File: config.mk
export PLATFORM = sky130hd
export DESIGN_NAME = instr_sequencer_flat
export DESIGN_NICKNAME = d
export VERILOG_FILES = /design/src/rtl/instr_sequencer_if.sv /design/src/rtl/instr_sequencer.sv /design/src/flat_wrapper.sv
export SDC_FILE = /design/constraint.sdc
export NUM_CORES = 1
export LEC_CHECK = 0
export ABC_AREA = 1
export CORE_AREA = 2 2 68 70
export CTS_BUF_LIST = sky130_fd_sc_hd__clkbuf_4 sky130_fd_sc_hd__clkbuf_8
export DETAILED_ROUTE_END_ITERATION = 10
export DIE_AREA = 0 0 70 72
export DONT_BUFFER_PORTS = 1
export PLACE_DENSITY_LB_ADDON = 0.3
export SLEW_MARGIN = 15
export SYNTH_ARGS = -nofsm -noshare
export SYNTH_HDL_FRONTEND = slang
export SYNTH_SLANG_ARGS = --single-unit
File: constraint.sdc
create_clock -name clk -period 4.4 [get_ports clk]
set_input_delay 0.22 -clock clk [delete_from_list [all_inputs] [get_ports clk]]
set_output_delay 0.22 -clock clk [all_outputs]
set_load 0.1 [all_outputs]
File: src/rtl/instr_sequencer_if.sv
// Handshake bundle between the instruction sequencer and the decode/datapath/memory side.
// master = sequencer (drives strobes), slave = surrounding core that feeds decode flags and mem_ack.
interface instr_sequencer_if #(
    parameter int CNT_W = 32
);
    logic             start;
    logic [1:0]       instr_type;
    logic             is_load;
    logic             is_store;
    logic             is_branch;
    logic             branch_taken;
    logic             mem_ack;
    logic             mem_req;
    logic             mem_sel;
    logic             mem_we;
    logic             ir_we;
    logic             pc_we;
    logic [1:0]       pc_src;
    logic             alu_en;
    logic             rf_we;
    logic [2:0]       state;
    logic             halted;
    logic             err;
    logic [CNT_W-1:0] instret;

    // mem_req/mem_ack: a request stays up until mem_ack is seen in the same cycle;
    // the transfer completes on that cycle's rising clock edge.
    modport master (
        input  start, instr_type, is_load, is_store, is_branch, branch_taken, mem_ack,
        output mem_req, mem_sel, mem_we, ir_we, pc_we, pc_src, alu_en, rf_we,
               state, halted, err, instret
    );

    modport slave (
        output start, instr_type, is_load, is_store, is_branch, branch_taken, mem_ack,
        input  mem_req, mem_sel, mem_we, ir_we, pc_we, pc_src, alu_en, rf_we,
               state, halted, err, instret
    );
endinterface

File: src/rtl/instr_sequencer.sv
// Multi-cycle MIPS sequencer: FETCH/DECODE/EXEC/MEM/WB with one shared memory port,
// per-request ack timeout and a retired-instruction counter.
module instr_sequencer #(
    parameter int TIMEOUT = 16,
    parameter int CNT_W   = 32
) (
    input  logic                clk,
    input  logic                rst_n,
    instr_sequencer_if.master   bus
);
    typedef enum logic [2:0] {
        S_IDLE   = 3'd0,
        S_FETCH  = 3'd1,
        S_DECODE = 3'd2,
        S_EXEC   = 3'd3,
        S_MEM    = 3'd4,
        S_WB     = 3'd5,
        S_HALT   = 3'd6,
        S_ERR    = 3'd7
    } state_e;

    localparam logic [1:0] T_R    = 2'd0;
    localparam logic [1:0] T_J    = 2'd1;
    localparam logic [1:0] T_HALT = 2'd2;

    localparam logic [1:0] PC_PLUS4  = 2'd0;
    localparam logic [1:0] PC_BRANCH = 2'd1;
    localparam logic [1:0] PC_JUMP   = 2'd2;

    localparam int WAIT_W = (TIMEOUT > 0) ? $clog2(TIMEOUT + 1) : 1;
    localparam logic [WAIT_W-1:0] WAIT_LAST = WAIT_W'((TIMEOUT > 0) ? TIMEOUT - 1 : 0);

    state_e             state_q, state_d;
    logic [WAIT_W-1:0]  wait_q, wait_d;
    logic [CNT_W-1:0]   instret_q, instret_d;

    logic       mem_req, mem_sel, mem_we, ir_we, pc_we, alu_en, rf_we, halted, err;
    logic [1:0] pc_src;
    logic       retire;
    logic       timeout_hit;

    // The wait counter reaching TIMEOUT-1 with no ack means this was the last allowed cycle.
    assign timeout_hit = (TIMEOUT != 0) && (wait_q == WAIT_LAST) && !bus.mem_ack;

    always_comb begin
        state_d = state_q;
        mem_req = 1'b0;
        mem_sel = 1'b0;
        mem_we  = 1'b0;
        ir_we   = 1'b0;
        pc_we   = 1'b0;
        pc_src  = PC_PLUS4;
        alu_en  = 1'b0;
        rf_we   = 1'b0;
        halted  = 1'b0;
        err     = 1'b0;
        retire  = 1'b0;
        case (state_q)
            S_IDLE: begin
                if (bus.start) state_d = S_FETCH;
            end
            S_FETCH: begin
                mem_req = 1'b1;
                if (bus.mem_ack) begin
                    ir_we   = 1'b1;
                    state_d = S_DECODE;
                end else if (timeout_hit) begin
                    state_d = S_ERR;
                end
            end
            S_DECODE: begin
                state_d = (bus.instr_type == T_HALT) ? S_HALT : S_EXEC;
            end
            S_EXEC: begin
                alu_en = 1'b1;
                if (bus.instr_type == T_J) begin
                    pc_we   = 1'b1;
                    pc_src  = PC_JUMP;
                    retire  = 1'b1;
                    state_d = S_FETCH;
                end else if (bus.instr_type == T_R) begin
                    state_d = S_WB;
                end else if (bus.is_load || bus.is_store) begin
                    state_d = S_MEM;
                end else if (bus.is_branch) begin
                    pc_we   = 1'b1;
                    pc_src  = bus.branch_taken ? PC_BRANCH : PC_PLUS4;
                    retire  = 1'b1;
                    state_d = S_FETCH;
                end else begin
                    state_d = S_WB;
                end
            end
            S_MEM: begin
                mem_req = 1'b1;
                mem_sel = 1'b1;
                // Load wins if decode ever flags both.
                mem_we  = bus.is_store && !bus.is_load;
                if (bus.mem_ack) begin
                    if (bus.is_store && !bus.is_load) begin
                        pc_we   = 1'b1;
                        retire  = 1'b1;
                        state_d = S_FETCH;
                    end else begin
                        state_d = S_WB;
                    end
                end else if (timeout_hit) begin
                    state_d = S_ERR;
                end
            end
            S_WB: begin
                rf_we   = 1'b1;
                pc_we   = 1'b1;
                retire  = 1'b1;
                state_d = S_FETCH;
            end
            S_HALT: begin
                halted = 1'b1;
            end
            S_ERR: begin
                halted = 1'b1;
                err    = 1'b1;
            end
            default: state_d = S_IDLE;
        endcase
    end

    always_comb begin
        wait_d = wait_q;
        if ((state_d != state_q) && ((state_d == S_FETCH) || (state_d == S_MEM)))
            wait_d = '0;
        else if (mem_req && !bus.mem_ack)
            wait_d = wait_q + WAIT_W'(1);
        instret_d = instret_q + CNT_W'(retire);
    end

    always_ff @(posedge clk or negedge rst_n) begin
        if (!rst_n) begin
            state_q   <= S_IDLE;
            wait_q    <= '0;
            instret_q <= '0;
        end else begin
            state_q   <= state_d;
            wait_q    <= wait_d;
            instret_q <= instret_d;
        end
    end

    assign bus.mem_req = mem_req;
    assign bus.mem_sel = mem_sel;
    assign bus.mem_we  = mem_we;
    assign bus.ir_we   = ir_we;
    assign bus.pc_we   = pc_we;
    assign bus.pc_src  = pc_src;
    assign bus.alu_en  = alu_en;
    assign bus.rf_we   = rf_we;
    assign bus.halted  = halted;
    assign bus.err     = err;
    assign bus.state   = state_q;
    assign bus.instret = instret_q;
endmodule

File: src/flat_wrapper.sv
// flat-port wrapper written by rule: the top's interface ports become plain ports
module instr_sequencer_flat 
#(
    parameter int TIMEOUT = 16,
    parameter int CNT_W   = 32
)
  (clk, rst_n, bus_start, bus_instr_type, bus_is_load, bus_is_store, bus_is_branch, bus_branch_taken, bus_mem_ack, bus_mem_req, bus_mem_sel, bus_mem_we, bus_ir_we, bus_pc_we, bus_pc_src, bus_alu_en, bus_rf_we, bus_state, bus_halted, bus_err, bus_instret);
  instr_sequencer_if #(.CNT_W(CNT_W)) bus_i ();
  input  logic clk;
  input  logic rst_n;
  input wire logic [$bits(bus_i.start)-1:0] bus_start;
  input wire logic [$bits(bus_i.instr_type)-1:0] bus_instr_type;
  input wire logic [$bits(bus_i.is_load)-1:0] bus_is_load;
  input wire logic [$bits(bus_i.is_store)-1:0] bus_is_store;
  input wire logic [$bits(bus_i.is_branch)-1:0] bus_is_branch;
  input wire logic [$bits(bus_i.branch_taken)-1:0] bus_branch_taken;
  input wire logic [$bits(bus_i.mem_ack)-1:0] bus_mem_ack;
  output wire logic [$bits(bus_i.mem_req)-1:0] bus_mem_req;
  output wire logic [$bits(bus_i.mem_sel)-1:0] bus_mem_sel;
  output wire logic [$bits(bus_i.mem_we)-1:0] bus_mem_we;
  output wire logic [$bits(bus_i.ir_we)-1:0] bus_ir_we;
  output wire logic [$bits(bus_i.pc_we)-1:0] bus_pc_we;
  output wire logic [$bits(bus_i.pc_src)-1:0] bus_pc_src;
  output wire logic [$bits(bus_i.alu_en)-1:0] bus_alu_en;
  output wire logic [$bits(bus_i.rf_we)-1:0] bus_rf_we;
  output wire logic [$bits(bus_i.state)-1:0] bus_state;
  output wire logic [$bits(bus_i.halted)-1:0] bus_halted;
  output wire logic [$bits(bus_i.err)-1:0] bus_err;
  output wire logic [$bits(bus_i.instret)-1:0] bus_instret;
  assign bus_i.start = bus_start;
  assign bus_i.instr_type = bus_instr_type;
  assign bus_i.is_load = bus_is_load;
  assign bus_i.is_store = bus_is_store;
  assign bus_i.is_branch = bus_is_branch;
  assign bus_i.branch_taken = bus_branch_taken;
  assign bus_i.mem_ack = bus_mem_ack;
  assign bus_mem_req = bus_i.mem_req;
  assign bus_mem_sel = bus_i.mem_sel;
  assign bus_mem_we = bus_i.mem_we;
  assign bus_ir_we = bus_i.ir_we;
  assign bus_pc_we = bus_i.pc_we;
  assign bus_pc_src = bus_i.pc_src;
  assign bus_alu_en = bus_i.alu_en;
  assign bus_rf_we = bus_i.rf_we;
  assign bus_state = bus_i.state;
  assign bus_halted = bus_i.halted;
  assign bus_err = bus_i.err;
  assign bus_instret = bus_i.instret;
  instr_sequencer #(.TIMEOUT(TIMEOUT), .CNT_W(CNT_W)) u_core (.clk(clk), .rst_n(rst_n), .bus(bus_i));
endmodule
# Word-level counts from Yosys, hierarchy flattened
# Cells that the tools add are included.
totals:
  register_bits: 40
  input_bits: 10
  elab_cells: 66
classes:
  n_addsub: 2
  eq_ne: 13
  n_mux: 35
  n_reduce_logical: 13
ops:
  columns: ["op", "n"]
  rows:
  - ["adder 32 x 1 -> 32 bit", 1]
  - ["2-to-1 mux 3 bit", 10]
  - ["case mux 3 bit (6 select lines)", 1]
  - ["2-to-1 mux 1 bit", 16]
  - ["equality test 3 bit (second input constant)", 5]
  - ["2-to-1 mux 2 bit", 5]
  - ["2-to-1 mux 5 bit", 2]
  - ["equality test 3 x 1 -> 1 bit (second input constant)", 2]
  - ["equality test 3 x 2 -> 1 bit (second input constant)", 2]
  - ["adder 5 x 1 -> 5 bit (second input constant)", 1]
  - ["equality test 5 x 4 -> 1 bit (second input constant)", 1]
  - ["logical AND 1 bit", 4]
  - ["OR reduction 2 bit", 2]
  - ["zero test 3 bit", 1]
  - ["!= test 3 bit", 1]
  - ["case mux 1 bit (3 select lines)", 1]
  - ["equality test 2 x 1 -> 1 bit (second input constant)", 1]
  - ["equality test 2 bit (second input constant)", 1]
  - ["zero test 1 bit", 2]
  - ["zero test 2 bit", 1]
  - ["logical OR 1 bit", 2]
  - ["nonzero test 2 bit", 1]

# Depth between registers and ports, before layout
# Gate-level depths: netlist of the first run.
depth:
  word_depth: 9
  depth_mapped: 19

# Least setup slack after synthesis of the first run
# No wires, ideal clock.
synth_timing:
  path_kind: "register to register"
  start: "register u_core.state_q[2], in the netlist u_core.bus.state[2]"
  end: "register u_core.instret_q[20], in the netlist u_core.bus.instret[20]"
  arrival_time_ps: 5769
  t_required_ps: 4243
  path_slack_ps: -1526
  path_stages_with_launch: 19
  synth_period_minus_slack_ps: 5926
  cell_sequence: "dfrtp_1 > buf_4 > nand2_1 > inv_1 > nor2_1 > nand2_1 > inv_1 > nand2_1 > o21ai_0 > ha_1 > ha_1 > nand3_2 > nor2_4 > nand2_4 > nor2_8 > nand2_4 > nor2_4 > nand2_2 > xnor2_2"
synth_via:
  elab_chain_len: 3
  elab_cells_between_ends: 5
  cone_classes: "1 x add/sub; 3 x eq/ne; 1 x mux"
synth_lines:
  columns: ["element", "line_no", "text"]
  rows:
  - ["start: declaration", "instr_sequencer.sv:33", "state_e state_q, state_d;"]
  - ["start signal: assignment", "instr_sequencer.sv:143", "state_q <= state_d;"]
  - ["equality test 3 bit or equality test 3 x 2 -> 1 bit (tied branches)", null, null]
  - ["case mux 1 bit (3 select lines) (*)", null, null]
  - ["via bus_pc_we", "flat_wrapper.sv:22", "output wire logic [$bits(bus_i.pc_we)-1:0] bus_pc_we;"]
  - ["adder 32 x 1 -> 32 bit (*)", "instr_sequencer.sv:134", "instret_d = instret_q + CNT_W'(retire);"]
  - ["via u_core.instret_d[20]", "instr_sequencer.sv:35", "logic [CNT_W-1:0] instret_q, instret_d;"]
  - ["end signal: assignment", "instr_sequencer.sv:145", "instret_q <= instret_d;"]
  - ["end: declaration", "instr_sequencer.sv:35", null]
# Mark *: on every way through the listed nets, which the timed path passes. The rest lies on a longest branch.
# A chain may end at the register's enable or synchronous reset.

# Worst setup path in the final report of the first run
layout_timing:
  start: "register u_core.state_q[1], in the netlist u_core.bus.state[1]"
  end: "register u_core.instret_q[20], in the netlist u_core.bus.instret[20]"
layout_via:
  elab_chain_len: 3
  elab_cells_between_ends: 5
  cone_classes: "1 x add/sub; 3 x eq/ne; 1 x mux"
layout_lines:
  columns: ["element", "line_no", "text"]
  rows:
  - ["equality test 3 bit or equality test 3 x 2 -> 1 bit (tied branches)", "instr_sequencer.sv:58", "case (state_q)"]
  - ["case mux 1 bit (3 select lines) (*)", "instr_sequencer.sv:58", null]
  - ["adder 32 x 1 -> 32 bit (*)", "instr_sequencer.sv:134", null]
  - ["via u_core.instret_d[20]", "instr_sequencer.sv:35", null]
# Marked as above.

==> results.txt, run 1 <==
status: complete, no violations
DR WL/cell: 13.94 um
Overflow after GRT: 0
Critical Path RT: 4540 ps
capturing point of the worst reg2reg path: u_core.bus.instret[20]$_DFF_PN0_
Final Hold Viols: 0
Final Skew: 6.372 ps
power density over the cells: 642.0 nW/um^2
crit path max fanout: 6
Max-slew headroom: 25.53%
vias per cell: 5.112
Synth area leaders: dfrtp_1, nand2_1, xor2_1
Min Clock Period, post-route: 3584 ps
sequential share of the synthesized area: 43.08%
final setup TNS: 0 ps
MaxCap Viol Count: 0
Tightest Pin Transition: 1116 ps
Vias: 1,784
drt pass-1 iters: 4
post-synthesis register bit count: 40
H-tree levels: 2
Worst Path Arrival: 3720 ps
Leak Pwr: 1.363 nW
clock slew at reported path FFs: 70 ps
Syn Area/Cell: 8.269 um^2
share of the synthesized area in the top cell type: 43.08%
die span in x: 70 um
die area: 5040 um^2
startpoint class of the critical path: flip-flop
Syn Nets: 295
first-pass GRT wire length: 8445 um
Nets: 311
depth of the worst register-to-register path: 16
TritonCTS Buffers: 5
CP Capture Type: flip-flop
initial antenna violation count: 0
Yosys top cell by area: dfrtp_1
die height: 72 um
largest net degree at the start of global routing: 41
Pins Over Slew Limit: 0
Final period util: 81.44%
post-cts sizing count: 0
std cell rows: 24
IO Pins: 56
CTS tree: done
cell area after synthesis: 2323 um^2
Worst Hold Depth: 5
layout cells sized above 1: 16.16%
RSZ-0062 raised after global routing: false
CTS sink cnt: 40
Worst-Skew Late Latency: 290 ps
GRT Total Usage: 21.42%
DR iter-0 viols: 107
Max Freq: 279.1 MHz
Crit Path Class: reg2reg
library cells used by synthesis: 24
Hold Path End: u_core.bus.state[0]$_DFF_PN0_
GPL Wtd Cong: 0.8736
Mapped Cells: 281
antenna cell count: 0
Residual DRC: 0
Hold Crit Class: in2reg
Clock Tree Buf Depth: 2
core area: 4264 um^2
Initial Utilization: 54.49%
clk root buf: clkbuf_8
Worst R2R Setup Slack: 820 ps
dpl hpwl: 3906 um
placed insts: 340
setup-violating endpoint count in the final report: 0
Non-Filler Instances: 349
area grow syn2layout: 11.74%
number of global-route vias before repair: 1,789
PortBufs: 0
synth warn: 0
WL final: 4865 um
Worst Hold Launch: bus_instr_type[1]
r2r startpoint: u_core.bus.state[1]$_DFF_PN0_
Peak supply drop: 0.6724 mV
Final ANT Viol Nets: 0
## synth_stat cells
cell	count
dfrtp_1	40
nand4_1	3
buf_4	1
nor4_1	6
o21ai_0	4
nor2_1	35
xor2_1	21
ha_1	4
nand2_2	6
o211ai_1	1
nor2_4	6
inv_2	3
nand3_1	17
nand2_1	68
nand3b_1	2
nand2_4	3
inv_1	35
xnor2_1	10
nand3_2	3
a21oi_2	1
xnor2_2	2
nor3_1	8
nor3_2	1
nor2_8	1
## routing by layer
layer / global-route usage, % / share of wire [%] / vias to the layer above
met5: 0 / 0 / -
met4: 7.479 / 1.3 / 0
met3: 6.528 / 4.9 / 6
met2: 35.98 / 50 / 39
met1: 26.46 / 44 / 828
li1: - / - / 911
## final cells by class
cell class | count | area, um^2
fill | 382 | 1668
tap | 52 | 65.06
clock buffer | 6 | 76.32
sequential | 40 | 1001
timing repair buffer | 10 | 107.6
inverter | 38 | 142.6
multi-input combinational | 202 | 1199
clock inverter | 1 | 5.005
## through the flow
step	worst slack, ps	power (mW)	hold slack [ps]	cell area, um^2	util (%)
5_1_grt	641.0	1.758	294.3	2596	60.89
3_5_place_dp	796.7	1.436	-74.77	2485	58.27
4_1_cts	788.6	1.680	279.3	2596	60.89
2_1_floorplan	230.4	1.311	-75.59	2335	-
6_report	816.5	1.667	288.2	2596	60.89
3_3_place_gp	909.0	1.427	-74.77	2485	58.27
## worst max-delay path: stages (launching register included)
cell and delay [ps]:
dfrtp_1 940, buf_4 270, nand2_1 120, nor2_4 100, buf_4 310, nand2_1 150
o21ai_4 80, ha_1 200, ha_1 220, nand3_2 140, nor2_4 220, nand2_4 90
nor2_8 170, nand2_4 90, nor2_4 120, nand2_2 80, xnor2_2 130
## where the power goes
part / leakage, nW / switching (mW) / internal, mW / total [mW]
clock network: 0.0445 / 0.118 / 0.114 / 0.232
registers: 0.521 / 0.314 / 0.414 / 0.728
logic: 0.797 / 0.552 / 0.155 / 0.707
## state kept, by name (all words and copies together) (netlist names)
register            count
u_core.bus.instret     32
u_core.bus.state        3
u_core.wait_q           5
## kinds of logic after synthesis
kind of cell | count (synthesis) | synth area share, %
adders and majority gates | 4 | 2.154
buffers and inverters | 39 | 6.462
AOI/OAI and AO/OA | 6 | 1.562
DFF | 40 | 43.08
xor gates and xnor gates | 33 | 13.09
and+or+nand+nor | 159 | 33.66
## cell usage in the layout, fill, tap and decap left out, types with 2 or more instances in the layout
master,n
nand2_1,68
dfrtp_1,40
inv_1,35
nor2_1,31
xor2_1,21
nand3_1,17
xnor2_1,10
nor3_1,7
buf_4,7
nor2_4,6
nand2_2,6
nor4_1,6
clkbuf_8,5
nor2_2,4
ha_1,4
nand3_2,3
nand2_4,3
inv_2,3
nand4_1,3
o21ai_0,3
xnor2_2,2
nand3b_1,2
nor3_2,2
## timing repair
item                      4_1_cts  5_1_grt
hold endpoints to repair       40        0
hold buffers                    2        0
setup buffers                   0        0
## how the worst max path moves through the flow
| stage | startpoint | endpoint | slack [ps] |
|---|---|---|---|
| 5_1_grt | u_core.bus.state[1]$_DFF_PN0_ | u_core.bus.instret[20]$_DFF_PN0_ | 640 |
| 2_1_floorplan | u_core.bus.state[2]$_DFF_PN0_ | u_core.bus.instret[20]$_DFF_PN0_ | 230 |
| 4_1_cts | u_core.bus.state[1]$_DFF_PN0_ | u_core.bus.instret[20]$_DFF_PN0_ | 790 |
| 3_3_place_gp | u_core.bus.state[1]$_DFF_PN0_ | u_core.bus.instret[20]$_DFF_PN0_ | 910 |
| 3_5_place_dp | u_core.bus.state[1]$_DFF_PN0_ | u_core.bus.instret[20]$_DFF_PN0_ | 800 |
| 6_report | u_core.bus.state[1]$_DFF_PN0_ | u_core.bus.instret[20]$_DFF_PN0_ | 820 |
Note: power is estimated with default switching activity, not from simulation.
==> run 2, diff against run 1 <==
clock period = 3.2 ns   (was 4.4 ns; I/O delays follow)
==> run 2 against run 1 <==
Compared with the run above: global-route usage grew 0.85 points; combinational power up 110%; final area rose by 14%; sequential share of layout area is 4.5 points lower; die area is the same; worst hold slack lost 110 ps; sequential power is 7.4% lower; routed wire length increased by 6.8%; non-clock buffer count increased by 37; critical path depth increased by 3; largest cell class unchanged.
==> results.txt, run 2 (synthesis gave the netlist of run 1 again) <==
Peak supply drop: 0.9326 mV
Max-slew headroom: 38.10%
total chip power: 2.496 mW
Worst R2R Setup Slack: 380 ps
RSZ-0062 raised after global routing: false
commonest non-fill, non-tap cells in the layout: nand2_1, buf_4, dfrtp_1
first-pass GRT wire length: 8949 um
fin util: 69.19%
Nets: 348
final setup TNS: 0 ps
Initial Utilization: 54.49%
Worst Path Arrival: 2980 ps
Max Freq: 355.2 MHz
startpoint class of the critical path: flip-flop
dpl hpwl: 4224 um
crit path max fanout: 4
area grow syn2layout: 26.98%
Leak Pwr: 1.557 nW
PortBufs: 0
Worst-Skew Late Latency: 290 ps
TritonCTS Buffers: 5
DR iter-0 viols: 135
CP Capture Type: flip-flop
commonest non-fill, non-tap cell in the layout: nand2_1
status: complete, no violations
Post-CTS Setup Bufs: 0
WL final: 5196 um
FF/Latch Area: 1006 um^2
layout filler cell count: 346
Hold Crit Class: in2reg
Min Clock Period, post-route: 2816 ps
Final ANT Viol Nets: 0
Crit Path Class: reg2reg
MaxCap Viol Count: 0
GPL Wtd Cong: 0.9165
largest net degree at the start of global routing: 41
CTS tree: done
std cell rows: 24
setup-violating endpoint count in the final report: 0
GRT Total Usage: 22.27%
met2 GRT Util: 38.41%
die height: 72 um
Worst Hold Launch: bus_mem_ack
die area: 5040 um^2
capturing point of the worst reg2reg path: u_core.bus.instret[24]$_DFF_PN0_
gr busiest metal: met2
drt pass-1 iters: 7
post-cts sizing count: 0
max reg flops: 32
r2r startpoint: u_core.wait_q[0]$_DFFE_PN0P_
GR Layer Usage met3: 4.722%
CTS hold repair buffers: 2
Critical Path RT: 3370 ps
Final Skew: 5.869 ps
clock slew at reported path FFs: 70 ps
Non-Filler Instances: 387
Clock Tree Buf Depth: 2
H-tree levels: 2
Hold Path End: u_core.bus.state[2]$_DFF_PN0_
CTS sink cnt: 40
clk root buf: clkbuf_8
Overflow after GRT: 0
met1 Use GR: 28.27%
IO Pins: 56
die span in x: 70 um
antenna cell count: 0
Tightest Pin Transition: 928.4 ps
placed insts: 377
layout cells sized above 1: 28.36%
number of global-route vias before repair: 2,035
Crit. Startpoint: u_core.wait_q[0]$_DFFE_PN0P_
Final period util: 87.99%
DR WL/cell: 13.43 um
core area: 4264 um^2
WHS: 177.1 ps
vias per cell: 5.196
initial antenna violation count: 0
area of the multi-input gates: 1250 um^2
power density over the cells: 846.2 nW/um^2
Final Hold Viols: 0
Vias: 2,011
Worst Hold Depth: 4
Residual DRC: 0
depth of the worst register-to-register path: 19
Pins Over Slew Limit: 0
-- run 2: cell types whose count changed in the layout (fill, tap and decap cells not counted), sizes merged --
cell / previous run / this run
clkinvlp: 0 / 1
clkinv: 1 / 0
buf: 8 / 45
inv: 38 / 37
clkbuf: 7 / 9
-- run 2: power breakdown --
group          internal, mW  switching [mW]  leakage [nW]
Combinational         0.313            1.16         0.986
Clock                 0.193           0.161        0.0523
Sequential            0.584          0.0900         0.519
Total                  1.09            1.41          1.56
-- run 2: worst max-delay path, cell delays in order, from the launching register on --
cell and delay (ps):
dfrtp_1 400, ha_1 210, nand2_1 70, nor2_1 40, ha_1 170, inv_1 90, nand2_1 60, nand2_1 90
nand2_2 90, o21ai_4 200, ha_4 180, ha_4 150, nand3_4 100, nor2_4 190, nand2_4 90, nor2_8 150
nand2_4 90, nor2_4 130, nand2_2 80, xnor2_2 130
-- run 2: metal layers --
metal	routed length, um	vias to the layer above
met2	2583	71
met5	0	-
met4	76	0
met3	392	7
met1	2144	946
li1	-	987
-- run 2: final cells by class --
cell class	instances	share of cell area (%)
repair buffers	47	13.06
flip-flops and latches	40	34.10
inverters	38	4.962
well taps	52	2.205
multi-input cells	202	42.37
clock buffers	8	3.308
-- run 2: how the worst max path moves through the flow --
stage | to | cells after the start
4_1_cts | u_core.bus.instret[24]$_DFF_PN0_ | 19
3_5_place_dp | u_core.bus.instret[24]$_DFF_PN0_ | 19
2_1_floorplan | u_core.bus.instret[20]$_DFF_PN0_ | 18
5_1_grt | u_core.bus.instret[20]$_DFF_PN0_ | 19
6_report | u_core.bus.instret[24]$_DFF_PN0_ | 19
3_3_place_gp | u_core.bus.instret[24]$_DFF_PN0_ | 19
-- run 2: stage by stage --
step                      setup slack [ps]  area [um^2]
after CTS                            364.0         2950
final                                384.3         2950
after floorplan                     -637.0         2401
after global routing                 154.5         2950
after global placement               465.7         2823
after detailed placement             377.9         2823
==> run 3, diff against run 2 <==
MAX_ROUTING_LAYER = met4   (was unset)
RECOVER_POWER = 25   (was unset)
clock period = 3.4 ns   (was 3.2 ns; I/O delays follow)
==> run 3 against run 2 <==
Compared with the run above: the flow now finishes with violations (max-capacitance violations, max-slew violations); first-iteration DRC count shrank 8.1%; final cell count shrank 0.52%; worst hold slack gained 44 ps; critical endpoint is now u_core.bus.instret[20]$_DFF_PN0_.
==> results.txt, run 3 (synthesis gave the netlist of run 1 again) <==
std cell rows: 24
startpoint class of the critical path: flip-flop
IO Pins: 56
Nets: 346
setup-violating endpoint count in the final report: 0
Vias: 1,945
H-tree levels: 2
Final ANT Viol Nets: 0
GRT Total Usage: 22.63%
Final period util: 83.99%
Clock Tree Buf Depth: 2
core area: 4264 um^2
DP Worst Slack: 562.4 ps
Hold Path End: u_core.bus.state[2]$_DFF_PN0_
Leak Pwr: 1.538 nW
WHS: 221.4 ps
placed insts: 375
Final WS setup: 544.5 ps
WL final: 5133 um
layout cells sized above 1: 27.63%
GPL Wtd Cong: 0.8657
CP peak stage delay: 400 ps
Worst Hold Depth: 4
power density over the cells: 795.6 nW/um^2
Clock power frac: 13.8%
Comb power frac: 59.5%
antenna cell count: 0
capturing point of the worst reg2reg path: u_core.bus.instret[20]$_DFF_PN0_
Worst-Skew Late Latency: 290 ps
MaxCap Viol Count: 1
commonest non-fill, non-tap cell in the layout: nand2_1
RSZ-0062 raised after global routing: false
area grow syn2layout: 25.42%
internal power: 0.9968 mW
Crit Path Class: reg2reg
layout filler cell count: 343
Non-Filler Instances: 385
die area: 5040 um^2
FF/Latch Area: 1006 um^2
area of the multi-input gates: 1250 um^2
Worst Hold Launch: bus_mem_ack
clock slew at reported path FFs: 70 ps
Placed Area: 2808 um^2
Worst Path Arrival: 3020 ps
Initial Utilization: 54.49%
depth of the worst register-to-register path: 19
drt pass-1 iters: 5
Worst R2R Setup Slack: 540 ps
crit path max fanout: 4
Critical Path Most Common Cell: nand2_1
Tightest Pin Transition: 2042 ps
status: finished, violations left
final instance area: 2914 um^2
dpl hpwl: 4096 um
die height: 72 um
Pins Over Slew Limit: 41
TritonCTS Buffers: 5
commonest non-fill, non-tap cells in the layout: nand2_1, buf_4, dfrtp_1
failing checks: max-capacitance violations, max-slew violations
largest net degree at the start of global routing: 41
Max Freq: 350.2 MHz
CP Capture Type: flip-flop
Overflow after GRT: 0
fin util: 68.34%
clk root buf: clkbuf_8
first-pass GRT wire length: 8832 um
Max-slew headroom: -36.11%
CTS tree: done
CTS sink cnt: 40
Slowest-stage cell, CP: dfrtp_1
DR WL/cell: 13.33 um
CP cell instances: ha_1, nand2_1, nor2_1, ha_1, inv_1, nand2_1, nand2_1, nand2_2, o21ai_4, ha_4, ha_4, nand3_4, nor2_4, nand2_4, nor2_8, nand2_4, nor2_4, nand2_2, xnor2_2
r2r startpoint: u_core.wait_q[0]$_DFFE_PN0P_
PortBufs: 0
Final Skew: 9.211 ps
max reg flops: 32
die span in x: 70 um
Sw Pwr: 1.322 mW
final setup TNS: 0 ps
number of global-route vias before repair: 1,920
Flop pwr share: 26.7%
Residual DRC: 0
initial antenna violation count: 0
Hold Crit Class: in2reg
Min Clock Period, post-route: 2856 ps
Peak supply drop: 0.5145 mV
DR iter-0 viols: 124
Final Hold Viols: 0
vias per cell: 5.052
total chip power: 2.318 mW
switch share: 57.00%
Critical Path RT: 3570 ps
## run 3: changes by cell type in the layout (fill, tap and decap cells not counted), sizes merged
cell / change
clkbuf: -1
clkinv: +2
buf: -3
## run 3: layout make-up
cell class | instances | area share, %
Clock buffer | 6 | 2.834
Clock inverter | 2 | 0.3435
Inverter | 38 | 5.024
Multi-Input combinational cell | 202 | 42.89
Sequential cell | 40 | 34.52
Tap cell | 52 | 2.233
Timing Repair Buffer | 45 | 12.15
## run 3: worst max path at each step
stage | slack [ps] | from | end
final | 540 | u_core.wait_q[0]$_DFFE_PN0P_ | u_core.bus.instret[20]$_DFF_PN0_
after global routing | 350 | u_core.wait_q[0]$_DFFE_PN0P_ | u_core.bus.instret[20]$_DFF_PN0_
after CTS | 540 | u_core.wait_q[0]$_DFFE_PN0P_ | u_core.bus.instret[20]$_DFF_PN0_
after detailed placement | 560 | u_core.wait_q[0]$_DFFE_PN0P_ | u_core.bus.instret[20]$_DFF_PN0_
after global placement | 660 | u_core.wait_q[0]$_DFFE_PN0P_ | u_core.bus.instret[24]$_DFF_PN0_
after floorplan | -440 | u_core.bus.state[2]$_DFF_PN0_ | u_core.bus.instret[20]$_DFF_PN0_
## run 3: routing by layer
| metal | global-route usage, % | vias up | wire, um |
|---|---|---|---|
| li1 | - | 984 | - |
| met1 | 29.16 | 897 | 2319 |
| met2 | 36.51 | 59 | 2423 |
| met3 | 6.250 | 5 | 353 |
| met4 | 4.487 | 0 | 36 |
| met5 | - | - | 0 |
## run 3: power groups by stage
stage               registers, mW  logic (mW)  clock network, mW
finish                      0.619        1.38              0.319
global route                0.631        1.47              0.348
CTS                         0.618        1.39              0.324
detailed placement          0.627        1.37                  0
global placement            0.625        1.36                  0
floorplan                    1.03       0.728                  0
## run 3: repair_timing
item / in CTS / in global routing
endpoints found under the setup margin: 0 / 0
hold buffers: 2 / 0
hold endpoints to repair: 40 / 0
gates resized for setup: 0 / 0
setup buffers: 0 / 0
## run 3: critical path, delay by kind of cell, from the launching register on
kind                       cells  cell delay (ps)
xor gates and xnor gates       1              130
adders and majority gates      4              720
AOI/OAI and AO/OA              1              190
DFF                            1              400
and+or+nand+nor               12             1230
buffers and inverters          1              100
